**src/rtl/cpu_sequencer_if.sv**
```systemverilog
`default_nettype none
// ============================================================================
// Module   : cpu_sequencer_if
// Purpose  : Bundles the sequencer's instruction/memory handshake inputs and
//            its datapath control strobes. Clock and reset remain plain ports.
// Revision : 1.0 - initial release
// ============================================================================
interface cpu_sequencer_if;
  logic [4:0]  opcode;
  logic        mem_ready;
  logic        skip_cond;
  logic        irq;
  logic        mem_req;
  logic        mem_we_en;
  logic        ir_load;
  logic        w_load;
  logic        pc_load;
  logic        pc_inc;
  logic        save_load;
  logic        int_ack;
  logic        mem_err;
  logic [2:0]  state;
  logic [15:0] instr_count;

  // Sequencer side: consumes opcode/handshakes and drives the strobes.
  modport master (
    input  opcode, mem_ready, skip_cond, irq,
    output mem_req, mem_we_en, ir_load, w_load, pc_load, pc_inc,
           save_load, int_ack, mem_err, state, instr_count
  );

  // Datapath/memory side: the mirror image.
  modport slave (
    output opcode, mem_ready, skip_cond, irq,
    input  mem_req, mem_we_en, ir_load, w_load, pc_load, pc_inc,
           save_load, int_ack, mem_err, state, instr_count
  );
endinterface
`default_nettype wire

```
**src/rtl/cpu_sequencer.sv**
```systemverilog
`default_nettype none
// ============================================================================
// Module   : cpu_sequencer
// Purpose  : Multi-cycle CPU control sequencer. Steps each instruction
//            through fetch, decode, optional memory access and writeback,
//            handles skip and wait-for-interrupt, times out stalled memory
//            accesses, and counts retired instructions.
// Revision : 1.0 - initial release
// ============================================================================
module cpu_sequencer #(
  parameter int unsigned MEM_TIMEOUT = 15  // 1..255 cycles per access
) (
  input  wire logic           clk,
  input  wire logic           reset,
  cpu_sequencer_if.master     bus
);

  typedef enum logic [2:0] {
    S_FETCH     = 3'd0,
    S_DECODE    = 3'd1,
    S_EXEC_MEM  = 3'd2,
    S_WRITEBACK = 3'd3,
    S_SKIP      = 3'd4,
    S_WAIT_INT  = 3'd5
  } state_t;

  // Timeout fires on the cycle the stall count would reach MEM_TIMEOUT,
  // i.e. the MEM_TIMEOUT-th consecutive cycle without mem_ready.
  localparam logic [7:0] TIMEOUT_LAST = 8'(MEM_TIMEOUT - 1);

  state_t      state_q, state_d;
  logic [7:0]  wait_q, wait_d;
  logic [15:0] instr_count_q, instr_count_d;

  logic [3:0]  op;
  logic        op_mem;
  logic        timeout;
  logic        mem_req_c, mem_we_en_c, ir_load_c, w_load_c, pc_load_c;
  logic        pc_inc_c, save_load_c, int_ack_c, mem_err_c;

  assign op      = bus.opcode[4:1];
  assign op_mem  = (op <= 4'h1) || ((op >= 4'h3) && (op <= 4'h9));
  assign timeout = !bus.mem_ready && (wait_q == TIMEOUT_LAST);

  // Next-state, wait counter, retire counter and combinational strobes.
  always_comb begin
    state_d       = state_q;
    wait_d        = 8'd0;
    instr_count_d = instr_count_q;
    mem_req_c     = 1'b0;
    mem_we_en_c   = 1'b0;
    ir_load_c     = 1'b0;
    w_load_c      = 1'b0;
    pc_load_c     = 1'b0;
    pc_inc_c      = 1'b0;
    save_load_c   = 1'b0;
    int_ack_c     = 1'b0;
    mem_err_c     = 1'b0;
    case (state_q)
      S_FETCH: begin
        mem_req_c = 1'b1;
        if (bus.mem_ready) begin
          ir_load_c = 1'b1;
          state_d   = S_DECODE;
        end else if (timeout) begin
          mem_err_c = 1'b1;
          state_d   = S_FETCH;
        end else begin
          wait_d = wait_q + 8'd1;
        end
      end
      S_DECODE: begin
        if (op_mem) begin
          state_d = S_EXEC_MEM;
        end else if (op == 4'hE) begin
          save_load_c = 1'b1;
          state_d     = S_WAIT_INT;
        end else begin
          state_d = S_WRITEBACK;
        end
      end
      S_EXEC_MEM: begin
        mem_req_c   = 1'b1;
        mem_we_en_c = bus.opcode[0] || (op == 4'h1);
        if (bus.mem_ready) begin
          state_d = S_WRITEBACK;
        end else if (timeout) begin
          // Abandon the access and refetch the same instruction.
          mem_err_c = 1'b1;
          state_d   = S_FETCH;
        end else begin
          wait_d = wait_q + 8'd1;
        end
      end
      S_WRITEBACK: begin
        w_load_c = (op == 4'h2) || (op_mem && (op != 4'h1) && !bus.opcode[0]);
        if ((op == 4'hC) || (op == 4'hD) || (op == 4'hF)) begin
          pc_load_c = 1'b1;
        end else begin
          pc_inc_c = 1'b1;
        end
        instr_count_d = instr_count_q + 16'd1;
        if (((op == 4'hA) || (op == 4'hB)) && bus.skip_cond) begin
          state_d = S_SKIP;
        end else begin
          state_d = S_FETCH;
        end
      end
      S_SKIP: begin
        pc_inc_c = 1'b1;
        state_d  = S_FETCH;
      end
      S_WAIT_INT: begin
        if (bus.irq) begin
          int_ack_c     = 1'b1;
          pc_inc_c      = 1'b1;
          instr_count_d = instr_count_q + 16'd1;
          state_d       = S_FETCH;
        end
      end
      default: begin
        state_d = S_FETCH;
      end
    endcase
  end

  // State and counter registers; reset overrides any in-flight transition.
  always_ff @(posedge clk) begin
    if (reset) begin
      state_q       <= S_FETCH;
      wait_q        <= 8'd0;
      instr_count_q <= 16'd0;
    end else begin
      state_q       <= state_d;
      wait_q        <= wait_d;
      instr_count_q <= instr_count_d;
    end
  end

  // Every strobe is held low while reset is asserted.
  assign bus.mem_req     = mem_req_c   && !reset;
  assign bus.mem_we_en   = mem_we_en_c && !reset;
  assign bus.ir_load     = ir_load_c   && !reset;
  assign bus.w_load      = w_load_c    && !reset;
  assign bus.pc_load     = pc_load_c   && !reset;
  assign bus.pc_inc      = pc_inc_c    && !reset;
  assign bus.save_load   = save_load_c && !reset;
  assign bus.int_ack     = int_ack_c   && !reset;
  assign bus.mem_err     = mem_err_c   && !reset;
  assign bus.state       = state_q;
  assign bus.instr_count = instr_count_q;

endmodule
`default_nettype wire

```
**src/flat_wrapper.sv**
```systemverilog
// flat-port wrapper written by rule: the top's interface ports become plain ports
module cpu_sequencer_flat 
#(
  parameter int unsigned MEM_TIMEOUT = 15                             
)
  (clk, reset, bus_opcode, bus_mem_ready, bus_skip_cond, bus_irq, bus_mem_req, bus_mem_we_en, bus_ir_load, bus_w_load, bus_pc_load, bus_pc_inc, bus_save_load, bus_int_ack, bus_mem_err, bus_state, bus_instr_count);
  cpu_sequencer_if bus_i ();
  input  wire logic clk;
  input  wire logic reset;
  input wire logic [$bits(bus_i.opcode)-1:0] bus_opcode;
  input wire logic [$bits(bus_i.mem_ready)-1:0] bus_mem_ready;
  input wire logic [$bits(bus_i.skip_cond)-1:0] bus_skip_cond;
  input wire logic [$bits(bus_i.irq)-1:0] bus_irq;
  output wire logic [$bits(bus_i.mem_req)-1:0] bus_mem_req;
  output wire logic [$bits(bus_i.mem_we_en)-1:0] bus_mem_we_en;
  output wire logic [$bits(bus_i.ir_load)-1:0] bus_ir_load;
  output wire logic [$bits(bus_i.w_load)-1:0] bus_w_load;
  output wire logic [$bits(bus_i.pc_load)-1:0] bus_pc_load;
  output wire logic [$bits(bus_i.pc_inc)-1:0] bus_pc_inc;
  output wire logic [$bits(bus_i.save_load)-1:0] bus_save_load;
  output wire logic [$bits(bus_i.int_ack)-1:0] bus_int_ack;
  output wire logic [$bits(bus_i.mem_err)-1:0] bus_mem_err;
  output wire logic [$bits(bus_i.state)-1:0] bus_state;
  output wire logic [$bits(bus_i.instr_count)-1:0] bus_instr_count;
  assign bus_i.opcode = bus_opcode;
  assign bus_i.mem_ready = bus_mem_ready;
  assign bus_i.skip_cond = bus_skip_cond;
  assign bus_i.irq = bus_irq;
  assign bus_mem_req = bus_i.mem_req;
  assign bus_mem_we_en = bus_i.mem_we_en;
  assign bus_ir_load = bus_i.ir_load;
  assign bus_w_load = bus_i.w_load;
  assign bus_pc_load = bus_i.pc_load;
  assign bus_pc_inc = bus_i.pc_inc;
  assign bus_save_load = bus_i.save_load;
  assign bus_int_ack = bus_i.int_ack;
  assign bus_mem_err = bus_i.mem_err;
  assign bus_state = bus_i.state;
  assign bus_instr_count = bus_i.instr_count;
  cpu_sequencer #(.MEM_TIMEOUT(MEM_TIMEOUT)) u_core (.clk(clk), .reset(reset), .bus(bus_i));
endmodule
```
**config.mk**
```make
export PLATFORM = sky130hd
export DESIGN_NAME = cpu_sequencer_flat
export DESIGN_NICKNAME = d
export VERILOG_FILES = /design/src/rtl/cpu_sequencer_if.sv /design/src/rtl/cpu_sequencer.sv /design/src/flat_wrapper.sv
export SDC_FILE = /design/constraint.sdc
export NUM_CORES = 1
export LEC_CHECK = 0
export ABC_AREA = 1
export BUFFER_PORTS_ARGS = -buffer_cell sky130_fd_sc_hd__buf_2
export CORE_MARGIN = 1.5
export CORE_UTILIZATION = 35
export CTS_BUF_LIST = sky130_fd_sc_hd__clkbuf_4 sky130_fd_sc_hd__clkbuf_8
export DETAILED_ROUTE_END_ITERATION = 10
export HOLD_SLACK_MARGIN = 0.15
export PLACE_DENSITY = 0.67
export SLEW_MARGIN = 25
export SYNTH_ARGS = -nofsm -noshare
export SYNTH_HDL_FRONTEND = slang
export SYNTH_SLANG_ARGS = --single-unit
```
**constraint.sdc**
```tcl
create_clock -name clk -period 1.36 [get_ports clk]
set_input_delay 0 -clock clk [delete_from_list [all_inputs] [get_ports clk]]
set_output_delay 0 -clock clk [all_outputs]
set_load 0.05 [all_outputs]
```
==> run metrics <==
post-synthesis cell type with the largest combined area dfxtp_1; htree depth 1; crit path buf inv count 2; Power Dens Cells 667 mW/mm^2; outcome finished, violations left; fin crit share 1.03; gpl congestion 0.835; FF+latch area 573 um^2; leakage power about 0.96 nW; IO buf count 37; grt total ovfl 0; crit end category output port; TritonCTS clock tree built; Yosys top cell area share 0.360; Final nets 306; Routed Antenna Nets 0; number of clock sinks 27; synth unique cells 30; antenna violations before repair 0; Ys Warns 0; iteration count of the initial detailed-routing pass 4; I/O pin cnt 38; syn avg cell area 6.67 um^2; Arrival @ worst endpoint 1410 ps; fin cells 342; clk slew on worst S/H paths about 90 ps; Die Y 68.5 um; share of cells above drive strength 1 0.411; CTS Buffer Depth 2; Least-Margin Pin Slew about 490 ps; Critical Path Slowest Stage Cell dfxtp_2; Setup CP Type flop to output port; Initial DRC Count 88; cell family with most CP delay simple AND/OR/NAND/NOR gates; per-cell routed wire length between 10 and 15 um; via count between 1.5k and 2k; Mapped Nets 238; number of synthesized register bits 27; DR vias/cell 5.00; row cnt 23; Max Slew Vio Count 0; Place WS 70.3 ps; Fin. Hold Viols 0; fmax 711 MHz; number of remaining DRC errors 0; clk root buf clkbuf_8; Max IR drop VDD 0.377 mV; worst-path fanout max 2; Comb power frac 0.174; Clk pwr share 0.305; sequential power share 0.521; Int Pwr 1.11 mW; sw frac 0.286; synth top area cells dfxtp_1 36%, nand2_1 11%, nor2_1 9.0%, inv_1 8.0%, a21oi_1 4.7%; Ant. Diodes 0; RSZ-0062 raised after global routing true; Slew headroom 0.673; first-pass GRT wire length 6.13 mm; Switch Pwr 0.444 mW; startpoint types flop; Period minus WS final 1410 ps; multi-input gate area in the final layout 0.00101 mm^2; GRT Total Usage 0.173; fin util 0.574; failing checks negative setup slack; dpl hpwl between 2 and 3 mm; clk_lat worst skew 280 ps; sequential fraction of the synthesis area 0.360; Initial Util 0.370; final setup skew 10.0 ps; final setup violating endpoints 7; final setup margin -46.9 ps; largest net degree at the start of global routing 16; crit-path max cell delay 330 ps; Area growth, synth to finish 55.2%; WL final ~4.1 mm; crit-path cells inv_2, ha_4, nand2_4, nor2_4, nand4_1, nor3_2, buf_6; Netlist Area Pre-Place 0.00150 mm^2; core area 0.00406 mm^2; Max Cap Viol 0; vias in the first global route 1,424; post-route setup TNS -204 ps; required time of the critical path 1360 ps; Placed Cells 317; CTS Buf Count 3; fill cell count 370; die area 0.00469 mm^2; chip width 68.5 um; Hold WC Path Type input port to flop; Mapped Cells around 230
==> cells in the mapped netlist <==
library cell	n
dfxtp_1	27
buf_6	1
nor2_2	1
o21ai_0	11
buf_2	1
clkinv_1	1
inv_1	32
a31o_2	1
nand2_1	44
o21ai_2	1
clkbuf_1	1
nand4_1	10
nor4_1	2
xor2_1	2
nand3_2	2
a31oi_1	1
nor3_4	1
ha_1	3
nand3b_1	1
nand2_2	3
buf_4	1
nor3_1	10
nand3_1	11
nor3b_1	3
nor2_1	36
a21oi_1	14
xnor2_1	1
a211o_1	1
a22oi_1	1
o211ai_1	1
==> worst min-delay path, cell delays in order <==
cell and delay (ps):
buf_2 110, nand2_1 70, nand3_1 90, nand2_1 70, a21oi_1 70
==> sequential cells by signal (all words and copies together), names as in the netlist <==
name,flops
u_core.bus.instr_count,16
u_core.wait_q,8
u_core.bus.state,3
==> metrics by stage <==
step | power [mW] | cell area [um^2] | hold slack, ps
final | 1.55 | 2330 | 173
after global routing | 1.62 | 2330 | 204
after CTS | 1.52 | 2110 | 159
after detailed placement | 1.02 | 1880 | 254
after global placement | 1.02 | 1880 | 260
after floorplan | 0.966 | 1600 | 178
==> layout make-up <==
type | instances | share of cell area
clock inverter | 1 | 0.00215
inverter | 33 | 0.0564
timing repair buffer | 67 | 0.218
sequential | 27 | 0.246
multi-input combinational | 161 | 0.433
tap | 50 | 0.0269
clock buffer | 3 | 0.0177
==> placed cells by master, fill, tap and decap left out, types with 3 or more instances in the layout <==
| master | n |
|---|---|
| clkbuf_8 | 3 |
| buf_6 | 13 |
| nand4_1 | 10 |
| dfxtp_2 | 11 |
| o21ai_0 | 8 |
| inv_4 | 3 |
| nand3_4 | 3 |
| dfxtp_4 | 5 |
| nor3_4 | 4 |
| a21oi_1 | 14 |
| nor3_2 | 4 |
| nor2_1 | 30 |
| dfxtp_1 | 11 |
| nor3_1 | 3 |
| dlygate4sd3_1 | 5 |
| nand3_1 | 8 |
| nor2_4 | 5 |
| buf_4 | 20 |
| buf_2 | 28 |
| nand2_1 | 42 |
| inv_1 | 28 |
| nand2_2 | 3 |
==> worst paths after layout <==
| path | startpoint | endpoint | slack [ps] | depth (start not counted) |
|---|---|---|---|---|
| worst max-delay path | u_core.wait_q[0] | bus_mem_err | -50 | 7 |
| worst min-delay path | bus_opcode[4] | u_core.bus.state[0] | 170 | 5 |
| worst max register to register | u_core.bus.state[2] | u_core.bus.instr_count[5] | -40 | 8 |
| worst min register to register | u_core.bus.instr_count[0] | u_core.bus.instr_count[0] | 480 | 1 |
==> cell families after synthesis <==
group	count (synthesis)	share of synthesized area
and+or+nand+nor	124	0.381
buffers and inverters	37	0.101
AOI/OAI and AO/OA	31	0.115
DFF	27	0.360
xor gates and xnor gates	3	0.0175
adders and majority gates	3	0.0250
==> routing by layer <==
metal  up-vias  wire (um)  GRT usage  part of all wire
met2        41       1960      0.280              0.48
met5         -          0          0                 0
met1       788       1890      0.235              0.46
met3         6        171     0.0197             0.042
li1        876          -          -                 -
met4         0         75     0.0675             0.018
==> power by group through the flow <==
stage	Sequential (mW)	Clock, mW	Combinational [mW]
2_1_floorplan	0.849	0	0.117
3_3_place_gp	0.825	0	0.195
3_5_place_dp	0.826	0	0.195
4_1_cts	0.805	0.480	0.237
5_1_grt	0.811	0.518	0.290
6_report	0.809	0.474	0.270
==> timing repair <==
action | 4_1_cts | 5_1_grt
gates resized for setup | 24 | 41
hold endpoints to repair | 5 | 0
setup endpoints to repair | 7 | 26
hold buffers | 5 | 0
buffers inserted | 8 | 10
pin swaps | 6 | 15
Note: power is estimated with default switching activity, not from simulation.
